==> config.mk <==
export PLATFORM = sky130hd
export DESIGN_NAME = multicycle_control_fsm
export DESIGN_NICKNAME = d
export VERILOG_FILES = /design/src/rtl/miniRISC_pkg.sv /design/src/rtl/multicycle_control_fsm_ctrl_decode.sv /design/src/rtl/multicycle_control_fsm.sv
export SDC_FILE = /design/constraint.sdc
export NUM_CORES = 1
export LEC_CHECK = 0
export ABC_AREA = 1
export CORE_MARGIN = 4
export CORE_UTILIZATION = 50
export DETAILED_ROUTE_END_ITERATION = 8
export HOLD_SLACK_MARGIN = 0.02
export PLACE_DENSITY = 0.83
export SLEW_MARGIN = 20
export SYNTH_ARGS = -nofsm -noshare
export SYNTH_HDL_FRONTEND = slang
export SYNTH_SLANG_ARGS = --single-unit
export TNS_END_PERCENT = 100
==> constraint.sdc <==
create_clock -name clk -period 8.75 [get_ports clk]
set_clock_uncertainty 0.05 [all_clocks]
set_input_delay 2.625 -clock clk [delete_from_list [all_inputs] [get_ports clk]]
set_output_delay 2.625 -clock clk [all_outputs]
set_load 0.02 [all_outputs]
==> src/rtl/miniRISC_pkg.sv <==
// Shared constants and types for the KGP-miniRISC multi-cycle control unit.
// Holds opcode/func encodings, FSM state enum, select encodings and ALUop values.
package miniRISC_pkg;

    localparam int OPC_W_P   = 6;
    localparam int FUNC_W_P  = 5;
    localparam int ALUOP_W_P = 5;

    // Opcodes
    localparam logic [OPC_W_P-1:0] OP_RTYPE  = 6'd0;
    localparam logic [OPC_W_P-1:0] OP_ADDI   = 6'd1;
    localparam logic [OPC_W_P-1:0] OP_COMPI  = 6'd2;
    localparam logic [OPC_W_P-1:0] OP_LW     = 6'd3;
    localparam logic [OPC_W_P-1:0] OP_SW     = 6'd4;
    localparam logic [OPC_W_P-1:0] OP_BRANCH = 6'd5;
    localparam logic [OPC_W_P-1:0] OP_HALT   = 6'd63;

    // R-type func ranges
    localparam logic [FUNC_W_P-1:0] FR_SHIFT_LO = 5'd4;
    localparam logic [FUNC_W_P-1:0] FR_SHIFT_HI = 5'd9;
    localparam logic [FUNC_W_P-1:0] FR_MAX      = 5'd10;

    // Branch group func codes
    localparam logic [FUNC_W_P-1:0] FB_B    = 5'd0;
    localparam logic [FUNC_W_P-1:0] FB_BR   = 5'd1;
    localparam logic [FUNC_W_P-1:0] FB_BLTZ = 5'd2;
    localparam logic [FUNC_W_P-1:0] FB_BZ   = 5'd3;
    localparam logic [FUNC_W_P-1:0] FB_BNZ  = 5'd4;
    localparam logic [FUNC_W_P-1:0] FB_BL   = 5'd5;
    localparam logic [FUNC_W_P-1:0] FB_BCY  = 5'd6;
    localparam logic [FUNC_W_P-1:0] FB_BNCY = 5'd7;

    // regDst / memToReg selects
    localparam logic [1:0] RD_RT   = 2'd0;
    localparam logic [1:0] RD_RD   = 2'd1;
    localparam logic [1:0] RD_LINK = 2'd2;
    localparam logic [1:0] M2R_ALU = 2'd0;
    localparam logic [1:0] M2R_MEM = 2'd1;
    localparam logic [1:0] M2R_PC1 = 2'd2;

    // ALUop values used by non-R-type instructions
    localparam logic [ALUOP_W_P-1:0] ALU_NOP  = 5'd0;
    localparam logic [ALUOP_W_P-1:0] ALU_ADD  = 5'd1;
    localparam logic [ALUOP_W_P-1:0] ALU_COMP = 5'd2;

    typedef enum logic [2:0] {
        S_IDLE,
        S_FETCH,
        S_DECODE,
        S_EXEC,
        S_MEM,
        S_WB,
        S_HALT
    } state_t;

    typedef enum logic [2:0] {
        C_NOP,
        C_R,
        C_IMM,
        C_LW,
        C_SW,
        C_BR,
        C_HALT
    } iclass_t;

    typedef struct packed {
        iclass_t                cls;
        logic                   illegal;
        logic [ALUOP_W_P-1:0]   aluop;
        logic                   alusrc;
        logic                   alusel;
        logic                   lblsel;
        logic                   baddrsel;
        logic                   is_bl;
        logic [1:0]             regdst;
        logic [1:0]             memtoreg;
    } dec_t;

endpackage

==> src/rtl/multicycle_control_fsm_ctrl_decode.sv <==
// Pure combinational opcode/func decoder: instruction class and static controls.
// Ports: i_opcode, i_func in; o_dec (dec_t bundle) out.
module ctrl_decode
    import miniRISC_pkg::*;
(
    input  logic [OPC_W_P-1:0]  i_opcode,
    input  logic [FUNC_W_P-1:0] i_func,
    output dec_t                o_dec
);

    always_comb begin
        o_dec     = '0;
        o_dec.cls = C_NOP;
        case (i_opcode)
            OP_RTYPE: begin
                if (i_func <= FR_MAX) begin
                    o_dec.cls      = C_R;
                    o_dec.aluop    = ALUOP_W_P'(i_func) + ALUOP_W_P'(1);
                    o_dec.alusel   = (i_func >= FR_SHIFT_LO) &&
                                     (i_func <= FR_SHIFT_HI);
                    o_dec.regdst   = RD_RD;
                    o_dec.memtoreg = M2R_ALU;
                end else begin
                    o_dec.illegal  = 1'b1;
                end
            end
            OP_ADDI: begin
                o_dec.cls    = C_IMM;
                o_dec.aluop  = ALU_ADD;
                o_dec.alusrc = 1'b1;
            end
            OP_COMPI: begin
                o_dec.cls    = C_IMM;
                o_dec.aluop  = ALU_COMP;
                o_dec.alusrc = 1'b1;
            end
            OP_LW: begin
                o_dec.cls      = C_LW;
                o_dec.aluop    = ALU_ADD;
                o_dec.alusrc   = 1'b1;
                o_dec.memtoreg = M2R_MEM;
            end
            OP_SW: begin
                o_dec.cls    = C_SW;
                o_dec.aluop  = ALU_ADD;
                o_dec.alusrc = 1'b1;
            end
            OP_BRANCH: begin
                if (i_func <= FB_BNCY) begin
                    o_dec.cls      = C_BR;
                    o_dec.lblsel   = (i_func == FB_BLTZ) ||
                                     (i_func == FB_BZ)   ||
                                     (i_func == FB_BNZ)  ||
                                     (i_func == FB_BCY)  ||
                                     (i_func == FB_BNCY);
                    o_dec.baddrsel = (i_func == FB_BR);
                    o_dec.is_bl    = (i_func == FB_BL);
                    o_dec.regdst   = RD_LINK;
                    o_dec.memtoreg = M2R_PC1;
                end else begin
                    o_dec.illegal  = 1'b1;
                end
            end
            OP_HALT: begin
                o_dec.cls = C_HALT;
            end
            default: begin
                o_dec.illegal = 1'b1;
            end
        endcase
    end

endmodule

==> src/rtl/multicycle_control_fsm.sv <==
// Multi-cycle control FSM for KGP-miniRISC: FETCH/DECODE/EXEC/MEM/WB sequencing
// with single-cycle write strobes and mem_ready stretching of FETCH and MEM.
// Ports: clk, rst (sync, active-high), opcode, func, mem_ready in;
// datapath controls (pcWrite..branchAddrSel) and halted out.
// Build option: ILLEGAL_TRAP_EN sends illegal encodings to HALT instead of NOP.
module multicycle_control_fsm
    import miniRISC_pkg::*;
#(
    parameter int OPC_W   = OPC_W_P,
    parameter int FUNC_W  = FUNC_W_P,
    parameter int ALUOP_W = ALUOP_W_P
)(
    input  logic               clk,
    input  logic               rst,
    input  logic [OPC_W-1:0]   opcode,
    input  logic [FUNC_W-1:0]  func,
    input  logic               mem_ready,
    output logic               pcWrite,
    output logic               irWrite,
    output logic [1:0]         regDst,
    output logic               regWrite,
    output logic [1:0]         memToReg,
    output logic               memRead,
    output logic               memWrite,
    output logic               ALUsrc,
    output logic [ALUOP_W-1:0] ALUop,
    output logic               ALUsel,
    output logic               isBranch,
    output logic               lblSel,
    output logic               branchAddrSel,
    output logic               halted
);

    state_t            r_state;
    state_t            w_next;
    logic [OPC_W-1:0]  r_opcode;
    logic [FUNC_W-1:0] r_func;
    logic [OPC_W-1:0]  w_op;
    logic [FUNC_W-1:0] w_fn;
    dec_t              w_dec;

    // DECODE steers on the live fields; later states use the latched copy.
    assign w_op = (r_state == S_DECODE) ? opcode : r_opcode;
    assign w_fn = (r_state == S_DECODE) ? func   : r_func;

    ctrl_decode u_dec (
        .i_opcode (w_op),
        .i_func   (w_fn),
        .o_dec    (w_dec)
    );

    always_ff @(posedge clk) begin
        if (rst) begin
            r_state  <= S_IDLE;
            r_opcode <= '0;
            r_func   <= '0;
        end else begin
            r_state <= w_next;
            if (r_state == S_DECODE) begin
                r_opcode <= opcode;
                r_func   <= func;
            end
        end
    end

    always_comb begin
        w_next        = r_state;
        pcWrite       = 1'b0;
        irWrite       = 1'b0;
        regDst        = RD_RT;
        regWrite      = 1'b0;
        memToReg      = M2R_ALU;
        memRead       = 1'b0;
        memWrite      = 1'b0;
        ALUsrc        = 1'b0;
        ALUop         = '0;
        ALUsel        = 1'b0;
        isBranch      = 1'b0;
        lblSel        = 1'b0;
        branchAddrSel = 1'b0;
        halted        = 1'b0;

        // ALU controls stay valid for the whole EXEC/MEM/WB span.
        if ((r_state == S_EXEC) || (r_state == S_MEM) ||
            (r_state == S_WB)) begin
            ALUsrc = w_dec.alusrc;
            ALUop  = w_dec.aluop;
            ALUsel = w_dec.alusel;
        end

        unique case (r_state)
            S_IDLE: begin
                w_next = S_FETCH;
            end
            S_FETCH: begin
                memRead = 1'b1;
                irWrite = 1'b1;
                if (mem_ready) begin
                    pcWrite = 1'b1;
                    w_next  = S_DECODE;
                end
            end
            S_DECODE: begin
                if (w_dec.cls == C_HALT) begin
                    w_next = S_HALT;
                end else if (w_dec.illegal) begin
`ifdef ILLEGAL_TRAP_EN
                    w_next = S_HALT;
`else
                    w_next = S_FETCH;
`endif
                end else if (w_dec.cls == C_NOP) begin
                    w_next = S_FETCH;
                end else begin
                    w_next = S_EXEC;
                end
            end
            S_EXEC: begin
                if (w_dec.cls == C_BR) begin
                    isBranch      = 1'b1;
                    lblSel        = w_dec.lblsel;
                    branchAddrSel = w_dec.baddrsel;
                    w_next        = w_dec.is_bl ? S_WB : S_FETCH;
                end else if ((w_dec.cls == C_LW) ||
                             (w_dec.cls == C_SW)) begin
                    w_next = S_MEM;
                end else begin
                    w_next = S_WB;
                end
            end
            S_MEM: begin
                memRead  = (w_dec.cls == C_LW);
                memWrite = (w_dec.cls == C_SW);
                if (mem_ready) begin
                    w_next = (w_dec.cls == C_LW) ? S_WB : S_FETCH;
                end
            end
            S_WB: begin
                regWrite = 1'b1;
                regDst   = w_dec.regdst;
                memToReg = w_dec.memtoreg;
                w_next   = S_FETCH;
            end
            S_HALT: begin
                halted = 1'b1;
            end
            default: begin
                w_next = S_IDLE;
            end
        endcase
    end

endmodule

==> flow_summary.toml, run 1 <==
[job]
cap_violations = 0

[cells_and_area]
n_antenna_cell = 0
fin_area_um2 = 1550
drive_gt1_share_pct = 14.0
fin_nets = 247
area.growth.synth_to_final_pct = 30.8

[worst_setup_path]
critPathMaxFanout = 6
critPathCaptureType = "output port"
timing_worst_setup_path_type = "primary input to output port"
worstSetupStartpointType = "primary input"
worstPathArrival_ps = 4830
r2r_cells = 14
crit_required_ps = 6080

[clocking]
postCtsHoldBufs = 0
cts-resized-gates = 0
clockBufferDepth = 2
clock-sinks = 14
cts_tree = "yes"
cts_setup_buffers = 0
cts-htree-levels = 1
cts_buffers = 3
cts.clk_slew.worst_paths_ps = 80
root_buffer = "clkbuf_4"
insertion_delay_ps = 280

[synthesis]
avgSynthCellArea_um2 = 6.01
synthFlopType = "dfxtp_1"
yosys-top-cells-area = "dfxtp_1 24%, nand2_1 14%, nor2_1 12%"
synth_most_common_cell = "nand2_1"
synthCells = 197
yosysSeqAreaShare_pct = 23.7
synth-warning-count = 0
synth.distinct_cells = 30
ys_top_cells_by_count = "43 x nand2_1, 39 x nor2_1, 32 x inv_1, 14 x dfxtp_1, 13 x nand3_1"
synth-seq-cells = 14
synthArstFlopShare_pct = 0
syn-num-nets = 214
synth_edf_count = 0
synth_top_cell_area_share_pct = 23.7
netlist_area_um2 = 1180
synth_largest_area_cell = "dfxtp_1"

[timing]
setup_viol_count_final = 0
grt_setup_unrepaired = "false"
fmax_mhz = 133
fin_crit_sh_pct = 85.8
setup_tns_ps = 0
finalHoldViolations = 0
slew_violations = 0
period_minus_slack_ps = 7500

[die]
die_h_um = 56.7
core_um2 = 2230
io_pins = 34
initial_core_util_pct = 53.0
die_area_um2 = 3210
die_w_um = 56.7
rows = 17

[power_and_ir_drop]
p_per_area_nw_per_um2 = 181
leakage_nw = 0.703
ir_worst_vdd_mv = 0.155
power_w = 0.000281

[worst_hold_path]
hp-class = "flip-flop to flip-flop"
hold_path_depth = 4

[global_routing]
grt_usage_pct = 18.8
grt_max_degree = 20
grt_overflow_total = 0
grt_pass1_wl_um = 4940
first_global_vias = 1263
antenna_found_initial = 0

[routing]
dr.pass1.iters = 4
antenna_left = 0
drcViolationCount = 0
vias = 1275
wirelength_um = 2820
via_per_inst = 4.96
drt_iter0_drc = 26
wire_per_inst_um = 11.0

[placement]
placed_area_um2 = 1510
place_congestion = 0.823
port_buffers = 32
dpl.hpwl_um = 2290

[outcome]
status = "finished, final reports clean"
cell type report:
type | count | area, um^2
clock buffer | 4 | 36.3
timing repair buffer | 32 | 320
inverter | 36 | 135
multi-input combinational | 143 | 741
sequential | 14 | 280
fill | 202 | 686
tap | 28 | 35.0
state kept, by name, summed over array words and instances, names as in the netlist:
register / cells
r_func: 5
r_state: 3
r_opcode: 6
metrics by stage:
stage / util [%] / hold WS, ps / instances / worst slack, ps
after floorplan: - / 468 / 197 / 2160
after global placement: 67.7 / 491 / 253 / 1300
after detailed placement: 67.7 / 500 / 253 / 1230
after CTS: 69.3 / 514 / 257 / 1220
after global routing: 69.3 / 571 / 257 / 1120
final: 69.3 / 515 / 257 / 1250
cell usage in the layout (no fill, tap or decap), drive strengths merged:
master	netlist	layout
a21oi	6	6
a31oi	3	3
clkbuf	1	4
clkdlybuf4s50	0	32
conb	1	1
dfxtp	14	14
ha	3	3
inv	36	36
nand2	50	50
nand3	15	15
nand3b	3	3
nor2	45	45
nor3	4	4
o211ai	1	1
o21a	1	1
o21ai	8	8
or2	2	2
xor2	1	1
worst max-delay path: stages:
cell and delay [ps]:
clkdlybuf4s50_1 410, o21a_1 260, inv_1 130, ha_1 180, nand2_2 70, nand3_2 100, nand3_1 140, inv_2 80
nand2_1 100, nor2_1 120, clkdlybuf4s50_1 610
logic make-up (layout without fill, tap and decap cells):
| group | Yosys count | after routing | synth area share (%) |
|---|---|---|---|
| xor+xnor | 1 | 1 | 0.740 |
| buf+inv | 40 | 72 | 13.7 |
| flops | 14 | 14 | 23.7 |
| simple gates | 119 | 119 | 47.7 |
| compound gates | 19 | 19 | 10.7 |
| other cells | 1 | 1 | 0.317 |
| fa+ha+maj | 3 | 3 | 3.17 |
per-layer routing:
metal  vias up  GRT usage (%)  share of wire (%)
met2        35           34.0                 52
met1       569           21.0                 41
met5         -              0                  0
li1        665              -                  -
met4         0           5.76                1.5
met3         6           5.06                5.2
power by group:
part | total (W) | internal, W | switching (W)
registers | 0.0000798 | 0.0000726 | 0.00000718
clock network | 0.0000450 | 0.0000253 | 0.0000197
logic | 0.000156 | 0.0000544 | 0.000101
path summary, 6_finish.rpt:
check,start,slack (ps),endpoint
max,func[0],1250,ALUop[3]
min,r_opcode[4]$_SDFF_PP0_,520,r_opcode[4]$_SDFF_PP0_
max reg2reg,r_state[1]$_SDFFE_PP0P_,6360,r_state[1]$_SDFFE_PP0P_
min reg2reg,r_opcode[4]$_SDFF_PP0_,520,r_opcode[4]$_SDFF_PP0_
(Power assumes the default switching activity.)
==> run 2, diff against run 1 <==
--- a/config.mk
+++ b/config.mk
@@ -9,10 +9,11 @@
 export CORE_MARGIN = 4
 export CORE_UTILIZATION = 50
 export DETAILED_ROUTE_END_ITERATION = 8
+export DONT_BUFFER_PORTS = 1
 export HOLD_SLACK_MARGIN = 0.02
-export PLACE_DENSITY = 0.83
+export SETUP_SLACK_MARGIN = 0.1
 export SLEW_MARGIN = 20
 export SYNTH_ARGS = -nofsm -noshare
 export SYNTH_HDL_FRONTEND = slang
 export SYNTH_SLANG_ARGS = --single-unit
-export TNS_END_PERCENT = 100
+export TNS_END_PERCENT = 30
==> flow_summary.toml, run 2 (synthesis results as in run 1) <==
[clocking]
cts-resized-gates = 0
insertion_delay_ps = 270
cts_tree = "yes"
cts_setup_buffers = 0
root_buffer = "clkbuf_4"
cts.clk_slew.worst_paths_ps = 80
cts_buffers = 3
cts-htree-levels = 1
clock-sinks = 14
clockBufferDepth = 2
postCtsHoldBufs = 0

[routing]
drcViolationCount = 0
drt_iter0_drc = 42
via_per_inst = 5.02
dr.pass1.iters = 4
vias = 1130
antenna_left = 0
wire_per_inst_um = 11.4
wirelength_um = 2560

[die]
rows = 17
initial_core_util_pct = 53.0
die_w_um = 56.7
io_pins = 34
die_h_um = 56.7
die_area_um2 = 3210
core_um2 = 2230

[worst_setup_path]
timing.rr.start = "r_state[1]$_SDFFE_PP0P_"
critical_path.startpoint = "opcode[5]"
worstSetupStartpointType = "primary input"
timing_worst_setup_path_type = "primary input to output port"
worstPathArrival_ps = 4020
critPathMaxFanout = 4
r2r_cells = 14
rr_endpoint = "r_state[1]$_SDFFE_PP0P_"
r2r_setup_slack_ps = 6400
critPathCaptureType = "output port"
crit_required_ps = 6080

[timing]
setup_viol_count_final = 0
slew_violations = 0
whs_ps = 503
slew_headroom_pct = 64.1
setup_tns_ps = 0
worst_slew_pin_slew_ps = 536
grt_setup_unrepaired = "false"
fmax_mhz = 149
period_minus_slack_ps = 6700
fin_crit_sh_pct = 76.5
finalHoldViolations = 0

[cells_and_area]
largest_reg_flops = 6
final_cells = 225
top_register = "r_opcode"
largestRegisters = "r_opcode x6, r_func x5, r_state x3"
area.growth.synth_to_final_pct = 3.70
fillerInstances = 253
final_cell_mix = "43 x nand2_1, 39 x nor2_1, 32 x inv_1"
n_antenna_cell = 0
fin_area_um2 = 1230
final_common_cell = "nand2_1"
fin_nets = 215
drive_gt1_share_pct = 16.2

[global_routing]
first_global_vias = 1084
grt_usage_pct = 17.6
antenna_found_initial = 0
grt_pass1_wl_um = 4520
grt_max_degree = 20
grt_overflow_total = 0

[worst_hold_path]
hold_start = "r_opcode[4]$_SDFF_PP0_"
hold_path_depth = 4
hp-class = "flip-flop to flip-flop"
holdPathEnd = "r_opcode[4]$_SDFF_PP0_"

[job]
cap_violations = 0

[power_and_ir_drop]
leakage_nw = 0.587
p_per_area_nw_per_um2 = 216
ir_worst_vdd_mv = 0.117

[placement]
dpl.hpwl_um = 2110
port_buffers = 0
place_congestion = 0.862
placed_area_um2 = 1190
placed_cells = 221

[outcome]
status = "finished, final reports clean"
==> run 2: cell types whose count changed in the layout (fill, tap and decap cells not counted) <==
cell and change:
clkdlybuf4s50_1 -32
==> run 2: worst max path at each step <==
stage          endpoint  slack (ps)
2_1_floorplan    lblSel        2160
3_3_place_gp     lblSel        2040
3_5_place_dp     lblSel        2030
4_1_cts          lblSel        2030
5_1_grt        ALUop[3]        1900
6_report         lblSel        2050
==> run 2: critical path, cell delays in order <==
cell and delay, ps:
nand3b_1 130, nand2_1 120, nand2_1 140, inv_1 100, nand3_2 90, nor2_2 120, inv_2 70, nor2_4 170
inv_2 60, a31oi_1 410
==> run 2: layout make-up <==
type | count | area, um^2 | share of cell area (%)
inverter | 36 | 135 | 11.0
clock buffer | 4 | 36.3 | 2.96
sequential | 14 | 280 | 22.8
multi-input combinational | 143 | 741 | 60.3
tap | 28 | 35.0 | 2.85
==> run 2: stage by stage <==
| step | util [%] | power, W | setup WS, ps |
|---|---|---|---|
| detailed placement | 53.3 | 0.000221 | 2030 |
| global placement | 53.3 | 0.000219 | 2040 |
| global route | 55.0 | 0.000291 | 1900 |
| finish | 55.0 | 0.000265 | 2050 |
| floorplan | - | 0.000200 | 2160 |
| CTS | 55.0 | 0.000267 | 2030 |
==> run 2: power by group <==
part / internal, W / switching [W] / total [W]
Sequential: 0.0000726 / 0.00000656 / 0.0000791
Combinational: 0.0000426 / 0.0000971 / 0.000140
Clock: 0.0000253 / 0.0000204 / 0.0000457
Total: 0.000141 / 0.000124 / 0.000265
==> run 2: metal layers <==
metal / wire, um / global-route usage, %
met4: 18 / 3.05
met5: 0 / 0
met2: 1210 / 29.9
met1: 1200 / 21.6
met3: 134 / 5.75
